$ cat src/rtl/instr_fetch_unit_if.sv
// Fetch-unit bus bundle: instruction-ROM read port, decode-side valid/ready
// head port, redirect request and buffer occupancy.
// master = fetch unit, slave = ROM/decode/redirect source.
interface instr_fetch_unit_if #(
    parameter int FIFO_DEPTH = 4
);
    localparam int CW = $clog2(FIFO_DEPTH) + 1;

    logic [31:0]   imem_addr;
    logic [31:0]   imem_data;
    logic          out_valid;
    logic          out_ready;
    logic [31:0]   out_pc;
    logic [31:0]   out_instr;
    logic          out_exc;
    logic          redirect_valid;
    logic [31:0]   redirect_pc;
    logic [CW-1:0] fifo_count;

    modport master (
        output imem_addr,
        input  imem_data,
        output out_valid,
        input  out_ready,
        output out_pc,
        output out_instr,
        output out_exc,
        input  redirect_valid,
        input  redirect_pc,
        output fifo_count
    );

    modport slave (
        input  imem_addr,
        output imem_data,
        input  out_valid,
        output out_ready,
        input  out_pc,
        input  out_instr,
        input  out_exc,
        output redirect_valid,
        output redirect_pc,
        input  fifo_count
    );
endinterface

$ cat src/rtl/instr_fetch_unit.sv
// Instruction fetch unit: owns the PC, reads a combinational ROM, buffers
// {pc, instr, exc} entries in a small FIFO for decode, flushes on redirect
// and turns out-of-range / misaligned fetches into AdEL entries.
// Optional macro IFU_PERF_CNT_EN adds fetch and stall performance counters.
module instr_fetch_unit #(
    parameter logic [31:0] RESET_PC   = 32'h0000_3000,
    parameter logic [31:0] MEM_BASE   = 32'h0000_3000,
    parameter logic [31:0] MEM_LIMIT  = 32'h0000_4FFF,
    parameter int          FIFO_DEPTH = 4
) (
    input  logic                 clk,
    input  logic                 reset,
    instr_fetch_unit_if.master   bus
`ifdef IFU_PERF_CNT_EN
    ,
    output logic [31:0]          perf_fetch_cnt,
    output logic [31:0]          perf_stall_cnt
`endif
);
    localparam int AW = $clog2(FIFO_DEPTH);
    localparam int CW = AW + 1;
    localparam logic [31:0]   LAST_WORD = MEM_LIMIT - 32'd3;
    localparam logic [AW-1:0] PTR_ONE   = 1;
    localparam logic [CW-1:0] CNT_ONE   = 1;
    localparam logic [CW-1:0] CNT_FULL  = CW'(FIFO_DEPTH);

    typedef enum logic {ST_RUN, ST_FAULT} state_t;

    state_t        state, state_nxt;
    logic [31:0]   pc;
    logic [AW-1:0] wr_ptr, rd_ptr;
    logic [CW-1:0] count;

    logic [31:0]   mem_pc    [FIFO_DEPTH];
    logic [31:0]   mem_instr [FIFO_DEPTH];
    logic          mem_exc   [FIFO_DEPTH];

    logic          full, pop, push, pc_legal;

    assign full     = (count == CNT_FULL);
    assign pop      = bus.out_valid && bus.out_ready;
    assign pc_legal = (pc[1:0] == 2'b00) && (pc >= MEM_BASE) && (pc <= LAST_WORD);

    // Head presentation: zeros while empty so the storage itself needs no reset
    always_comb begin
        bus.out_valid  = (count != '0);
        bus.out_pc     = bus.out_valid ? mem_pc[rd_ptr]    : 32'h0;
        bus.out_instr  = bus.out_valid ? mem_instr[rd_ptr] : 32'h0;
        bus.out_exc    = bus.out_valid ? mem_exc[rd_ptr]   : 1'b0;
        bus.imem_addr  = pc;
        bus.fifo_count = count;
    end

    // FSM state register
    always_ff @(posedge clk) begin
        if (reset) state <= ST_RUN;
        else       state <= state_nxt;
    end

    // FSM next state: a redirect always returns to RUN, an illegal push faults
    always_comb begin
        state_nxt = state;
        if (bus.redirect_valid)
            state_nxt = ST_RUN;
        else if (push && !pc_legal)
            state_nxt = ST_FAULT;
    end

    // FSM outputs: push only in RUN, never in a redirect cycle
    always_comb begin
        push = 1'b0;
        if (state == ST_RUN && !bus.redirect_valid)
            push = !full || pop;
    end

    // PC, pointers and occupancy; redirect flushes and overrides push/pop
    always_ff @(posedge clk) begin
        if (reset) begin
            pc     <= RESET_PC;
            wr_ptr <= '0;
            rd_ptr <= '0;
            count  <= '0;
        end else if (bus.redirect_valid) begin
            pc     <= bus.redirect_pc;
            wr_ptr <= '0;
            rd_ptr <= '0;
            count  <= '0;
        end else begin
            if (push && pc_legal) pc <= pc + 32'd4;
            if (push) wr_ptr <= wr_ptr + PTR_ONE;
            if (pop)  rd_ptr <= rd_ptr + PTR_ONE;
            unique case ({push, pop})
                2'b10:   count <= count + CNT_ONE;
                2'b01:   count <= count - CNT_ONE;
                default: count <= count;
            endcase
        end
    end

    // Entry storage; an address-error entry carries a zero instruction
    always_ff @(posedge clk) begin
        if (push) begin
            mem_pc[wr_ptr]    <= pc;
            mem_instr[wr_ptr] <= pc_legal ? bus.imem_data : 32'h0;
            mem_exc[wr_ptr]   <= !pc_legal;
        end
    end

`ifdef IFU_PERF_CNT_EN
    // Performance counters: cleared only by reset, wrap naturally
    always_ff @(posedge clk) begin
        if (reset) begin
            perf_fetch_cnt <= '0;
            perf_stall_cnt <= '0;
        end else begin
            if (push && pc_legal)
                perf_fetch_cnt <= perf_fetch_cnt + 32'd1;
            if (state == ST_RUN && full && !pop)
                perf_stall_cnt <= perf_stall_cnt + 32'd1;
        end
    end
`endif
endmodule

$ cat src/flat_wrapper.sv
// flat-port wrapper written by rule: the top's interface ports become plain ports
module instr_fetch_unit_flat 
#(
    parameter logic [31:0] RESET_PC   = 32'h0000_3000,
    parameter logic [31:0] MEM_BASE   = 32'h0000_3000,
    parameter logic [31:0] MEM_LIMIT  = 32'h0000_4FFF,
    parameter int          FIFO_DEPTH = 4
)
  (clk, reset, bus_imem_addr, bus_imem_data, bus_out_valid, bus_out_ready, bus_out_pc, bus_out_instr, bus_out_exc, bus_redirect_valid, bus_redirect_pc, bus_fifo_count);
  instr_fetch_unit_if #(.FIFO_DEPTH(FIFO_DEPTH)) bus_i ();
  input  logic clk;
  input  logic reset;
  output wire logic [$bits(bus_i.imem_addr)-1:0] bus_imem_addr;
  input wire logic [$bits(bus_i.imem_data)-1:0] bus_imem_data;
  output wire logic [$bits(bus_i.out_valid)-1:0] bus_out_valid;
  input wire logic [$bits(bus_i.out_ready)-1:0] bus_out_ready;
  output wire logic [$bits(bus_i.out_pc)-1:0] bus_out_pc;
  output wire logic [$bits(bus_i.out_instr)-1:0] bus_out_instr;
  output wire logic [$bits(bus_i.out_exc)-1:0] bus_out_exc;
  input wire logic [$bits(bus_i.redirect_valid)-1:0] bus_redirect_valid;
  input wire logic [$bits(bus_i.redirect_pc)-1:0] bus_redirect_pc;
  output wire logic [$bits(bus_i.fifo_count)-1:0] bus_fifo_count;
  assign bus_imem_addr = bus_i.imem_addr;
  assign bus_i.imem_data = bus_imem_data;
  assign bus_out_valid = bus_i.out_valid;
  assign bus_i.out_ready = bus_out_ready;
  assign bus_out_pc = bus_i.out_pc;
  assign bus_out_instr = bus_i.out_instr;
  assign bus_out_exc = bus_i.out_exc;
  assign bus_i.redirect_valid = bus_redirect_valid;
  assign bus_i.redirect_pc = bus_redirect_pc;
  assign bus_fifo_count = bus_i.fifo_count;
  instr_fetch_unit #(.RESET_PC(RESET_PC), .MEM_BASE(MEM_BASE), .MEM_LIMIT(MEM_LIMIT), .FIFO_DEPTH(FIFO_DEPTH)) u_core (.clk(clk), .reset(reset), .bus(bus_i));
endmodule
$ cat config.mk
export PLATFORM = sky130hd
export DESIGN_NAME = instr_fetch_unit_flat
export DESIGN_NICKNAME = d
export VERILOG_FILES = /design/src/rtl/instr_fetch_unit_if.sv /design/src/rtl/instr_fetch_unit.sv /design/src/flat_wrapper.sv
export SDC_FILE = /design/constraint.sdc
export NUM_CORES = 1
export LEC_CHECK = 0
export BUFFER_PORTS_ARGS = -buffer_cell sky130_fd_sc_hd__clkbuf_2
export CAP_MARGIN = 10
export CORE_ASPECT_RATIO = 0.5
export CORE_UTILIZATION = 27
export CTS_CLUSTER_DIAMETER = 40
export DETAILED_ROUTE_END_ITERATION = 7
export GPL_TIMING_DRIVEN = 1
export PLACE_DENSITY = 0.44
export SLEW_MARGIN = 25
export SYNTH_ARGS = -nofsm -noshare
export SYNTH_HDL_FRONTEND = slang
export SYNTH_SLANG_ARGS = --single-unit
$ cat constraint.sdc
create_clock -name clk -period 8.9 [get_ports clk]
set_input_delay 2.225 -clock clk [delete_from_list [all_inputs] [get_ports clk]]
set_output_delay 2.225 -clock clk [all_outputs]
set_load 0.01 [all_outputs]
**Word-level counts from Yosys, hierarchy flattened**

Memories as Yosys holds them, arrays and structs flattened. A register that Yosys moved wholly into a read port is not among the register bits.
Index checks and enable logic that the tools add are counted.

- Flip-flop bits (word level): 40
- Bits in writable memories: 260
- Bits of input ports: 68
- Logic and storage cells: 50
- Memories kept: 3

Memories:

| memory | depth | width | read ports | clocked after Yosys merged registers in | wr ports | RTL line | RTL |
|---|---|---|---|---|---|---|---|
| u_core.mem_instr | 4 | 32 | 1 | 1 | 1 | instr_fetch_unit.sv:35 | `logic [31:0] mem_instr [FIFO_DEPTH];` |
| u_core.mem_pc | 4 | 32 | 1 | 1 | 1 | instr_fetch_unit.sv:34 | `logic [31:0] mem_pc [FIFO_DEPTH];` |
| u_core.mem_exc | 4 | 1 | 1 | 1 | 1 | instr_fetch_unit.sv:36 | `logic mem_exc [FIFO_DEPTH];` |

- Add/sub/neg operators: 5
- Magnitude comparators: 2
- Eq/ne operators: 3
- Multiplexer cells: 16
- Bitwise gates (word level): 1
- Reductions and logical operators: 15

Operators by type and width:

| operator | count |
|---|---|
| 32-bit 2-to-1 mux | 5 |
| 32-bit by 3-bit adder with 32-bit output (second input constant) | 1 |
| 32-bit by 14-bit greater-or-equal comparator with 1-bit output (second input constant) | 1 |
| 32-bit by 15-bit less-or-equal comparator with 1-bit output (second input constant) | 1 |
| 2-bit 2-to-1 mux | 6 |
| 1-bit logical AND | 6 |
| 3-bit case mux with 2 select lines | 1 |
| 2-bit by 1-bit adder with 2-bit output (second input constant) | 2 |
| 1-bit 2-to-1 mux | 4 |
| 2-bit nonzero test | 2 |
| 3-bit by 1-bit adder with 3-bit output (second input constant) | 1 |
| 3-bit equality test (second input constant) | 1 |
| 1-bit logical NOT | 3 |
| 3-bit nonzero test | 1 |
| 3-bit by 1-bit subtractor with 3-bit output (second input constant) | 1 |
| 2-bit by 1-bit equality test with 1-bit output (second input constant) | 1 |
| 2-bit equality test (second input constant) | 1 |
| 2-bit logical NOT | 1 |
| 2-bit OR reduction | 1 |
| 1-bit logical OR | 1 |
| 1-bit NOT | 1 |

**Longest topological paths before layout**

- Depth in word-level cells: 7
- Mapped depth: 10
- Mapped depth without buffers: 10

**Worst setup path after synthesis**

No wires, ideal clock.

- Kind: input-to-reg
- From: input port bus_redirect_valid
- To: memory u_core.mem_exc[0] (enable)
- Arrival: 4.605 ns
- Setup slack: 3.864 ns
- Cell stages on the path: 5
- Path buffers: 3
- Cell sequence: clkbuf_1 -> inv_1 -> clkbuf_1 -> clkbuf_1 -> and3_1

- Longest elaborated chain between the ends: 5

RTL lines:

| what | RTL line | RTL |
|---|---|---|
| from (decl) | flat_wrapper.sv:20 | `input wire logic [$bits(bus_i.redirect_valid)-1:0] bus_redirect_valid;` |
| 1-bit logical NOT | instr_fetch_unit.sv:72 | `if (state == ST_RUN && !bus.redirect_valid)` |
| 1-bit logical AND | instr_fetch_unit.sv:72 |  |
| 1-bit 2-to-1 mux | instr_fetch_unit.sv:72 |  |
| 1-bit 2-to-1 mux | instr_fetch_unit.sv:102 | `if (push) begin` |
| 1-bit 2-to-1 mux (implied by the code) | instr_fetch_unit.sv:105 | `mem_exc[wr_ptr] <= !pc_legal;` |
| to (decl) | instr_fetch_unit.sv:36 |  |

No other way between the ends.

==> results.py <==
metrics = {
    "run_status": {
        "outcome": "finished clean",
    },
    "grt": {
        "grt_first_pass_wirelength_mm": 42.8,
        "grt_max_degree": 66,
        "antenna_found_initial": 0,
        "overflow": 0,
        "met2_usage": 0.226,
        "grt_pass1_vias": 6888,
        "grt_util_met1": 0.155,
        "grt.total_usage": 0.126,
        "met3_usage": 0.0241,
        "busiest_layer": "met2",
    },
    "detailed_routing": {
        "wl_per_cell_um": 19.5,
        "via_count": 6599,
        "antenna_left": 0,
        "drtIter0Drc": 350,
        "first_pass_iters": 4,
        "wirelength_mm": 28.8,
        "vias_per_cell": 4.45,
        "drc": 0,
    },
    "cells_and_area": {
        "syn2layout_area_growth_pct": 23.8,
        "seq_area_um2": 8660,
        "finish.utilization": 0.341,
        "stdcell_count": 1482,
        "drive_gt1_frac": 0.352,
        "multi_input_area_um2": 3250,
        "fin_nets": 942,
        "antennaDiodeCount": 0,
        "fill_cells": 4260,
    },
    "synthesis": {
        "synth_top_area_frac": 0.648,
        "syn_inst": 684,
        "syn-num-nets": 760,
        "synth.distinct_cells": 49,
        "yosys-top-cells-area": "edfxtp_1 (65%), mux4_2 (12%), dfxtp_1 (7.0%)",
        "yosysSeqAreaShare": 0.718,
        "yosys.area.top_type": "edfxtp_1",
        "yosysMostFrequentCell": "edfxtp_1",
        "syn_area_um2": 12100,
        "synth_edf_count": 260,
        "ys_warn_count": 0,
        "synth_ff_type": "edfxtp_1",
        "async_flop_share": 0,
        "avgSynthCellArea_um2": 17.6,
        "ys_ff_latch": 302,
        "synth_common_cells": "edfxtp_1 (260), and2_1 (98), mux4_2 (65), dfxtp_1 (42), nor2_1 (39)",
    },
    "timing": {
        "rsz0062_at_grt": "false",
        "period_minus_slack_ns": 5.21,
        "final.setup.tns_ns": 0,
        "worstMarginPinSlew_ns": 0.991,
        "final_hold_viol_count": 0,
        "setup_viol": 0,
        "finalCritPeriodShare": 0.585,
        "fmax_mhz": 192,
        "slew_headroom": 0.338,
        "slew_viol_final": 0,
        "fin_skew_ns": 0.0201,
    },
    "pwr": {
        "p_int_mw": 2.67,
        "p_leak_nw": 5.48,
        "clkPwrFrac": 0.468,
        "powerDensity_nw_per_um2": 227,
        "power_frac_comb": 0.056,
        "ir_drop_uv": 112,
        "switching_power_mw": 0.725,
        "swShare": 0.214,
        "p_seq_frac": 0.475,
    },
    "floorplan": {
        "start_util": 0.275,
        "die-height_um": 151,
        "core_area_um2": 43800,
        "die_area_um2": 45500,
        "num_rows": 54,
        "fp.dieW_um": 301,
        "io_pins": 169,
    },
    "placed_design": {
        "gp_congestion": 0.729,
        "post-place-cells": 1414,
        "dp_hpwl_mm": 17.2,
        "io_buffers": 168,
    },
    "worst_setup_path": {
        "worstPathMaxFanout": 41,
        "max_stage_delay_ns": 0.81,
        "crit_slowest_cell": "buf_4",
        "crit_family": "buffers and inverters",
        "critPathCaptureType": "primary output",
        "crit_chain": "buf_4 -> mux4_2 -> and2_1 -> clkbuf_2",
        "startpoint_type": "flop",
        "crit_required_ns": 6.68,
        "path_buf_inv": 2,
        "critPathKind": "reg2out",
        "cp.arrival_ns": 2.98,
    },
    "run": {
        "cap_violations": 0,
    },
    "clock_tree": {
        "cts.sinks": 302,
        "cts_setup_buffers": 0,
        "hold_buffers": 0,
        "root_buffer": "clkbuf_16",
        "cts_max_level": 2,
        "cts_resized": 0,
        "numCtsBuffers": 38,
        "path_clk_slew_ns": 0.06,
        "clock_latency_ns": 0.52,
        "cts_tree": "done",
        "clock_path_buffers": 3,
    },
    "hold_path": {
        "hp-class": "reg2reg",
    },
}
-- logic make-up after synthesis --
logic type	Yosys count	share of synthesized area
buf+inv	46	0.0151
flops	302	0.718
xor+xnor	6	0.00436
compound gates	34	0.0198
fa+ha+maj	8	0.00893
simple gates	201	0.0944
mux	87	0.140
-- worst paths after layout --
check | depth (start not counted) | from | slack (ns) | endpoint
max | 4 | flop | 3.69 | bus_out_pc[4]
min | 2 | u_core.wr_ptr[1]$_SDFFE_PP0P_ | 0.51 | u_core.wr_ptr[1]$_SDFFE_PP0P_
max reg2reg | 9 | u_core.bus.fifo_count[0]$_SDFFE_PP0P_ | 5.90 | u_core.bus.fifo_count[2]$_SDFFE_PP0P_
min reg2reg | 2 | u_core.wr_ptr[1]$_SDFFE_PP0P_ | 0.51 | u_core.wr_ptr[1]$_SDFFE_PP0P_
-- stage by stage --
| step | hold WS [ns] | setup slack (ns) | instance area, um^2 | power [mW] |
|---|---|---|---|---|
| after global routing | 0.559 | 3.40 | 14900 | 3.51 |
| after global placement | 0.492 | 4.04 | 13600 | 1.84 |
| final | 0.507 | 3.69 | 14900 | 3.39 |
| after floorplan | 0.469 | 3.86 | 12100 | 1.74 |
| after CTS | 0.508 | 3.49 | 14900 | 3.45 |
| after detailed placement | 0.497 | 4.01 | 13600 | 1.84 |
-- cell type report --
class	count	area share
Clock buffer	43	0.0664
Clock inverter	25	0.0212
Inverter	11	0.00277
Multi-Input combinational cell	336	0.218
Sequential cell	302	0.580
Tap cell	588	0.0493
Timing Repair Buffer	177	0.0625
-- worst reg2reg max path: cells and delay by family, from the launching register on --
family / cells / cell delay [ns]
AO/OA/AOI/OAI: 1 / 0.14
XOR/XNOR: 1 / 0.16
adder cells (fa/ha/maj): 2 / 0.58
buffers and inverters: 2 / 0.58
flip-flops: 1 / 0.40
AND/OR/NAND/NOR: 3 / 1.07
-- state kept, by name (all words and copies together) (netlist names), named ones only --
signal and cells:
u_core.wr_ptr 2, u_core.bus.fifo_count 3, u_core.mem_exc 4, u_core.bus.imem_addr 32
u_core.rd_ptr 2, u_core.mem_pc 128, u_core.mem_instr 128, u_core.state 1
-- layer usage --
| metal | share of wire | up-vias |
|---|---|---|
| li1 | - | 3040 |
| met2 | 0.52 | 99 |
| met1 | 0.43 | 3418 |
| met3 | 0.032 | 42 |
| met4 | 0.018 | 0 |
| met5 | 0 | - |
-- placed cells by master, fill, tap and decap left out, types with 4 or more instances in the layout --
cell type    n
a211oi_1     4
a21oi_1      6
and2_1      98
and3_4       4
buf_4        7
bufinv_16    7
clkbuf_1     4
clkbuf_16   39
clkbuf_2   168
clkinv_1     6
clkinv_2     7
dfxtp_1     40
edfxtp_1   260
ha_1         7
inv_1       10
mux2i_1     22
mux4_2      65
nand2_1     15
nand3_1     11
nor2_1      39
nor3_1       4
nor4_1       8
o21ai_0      8
-- power by group through the flow --
stage / Combinational [mW] / Sequential [mW] / Clock [mW]
final: 0.192 / 1.61 / 1.59
after global routing: 0.212 / 1.62 / 1.68
after CTS: 0.200 / 1.61 / 1.63
after detailed placement: 0.199 / 1.64 / 0
after global placement: 0.198 / 1.64 / 0
after floorplan: 0.111 / 1.63 / 0
No activity file was read; power rests on OpenSTA's default activity.
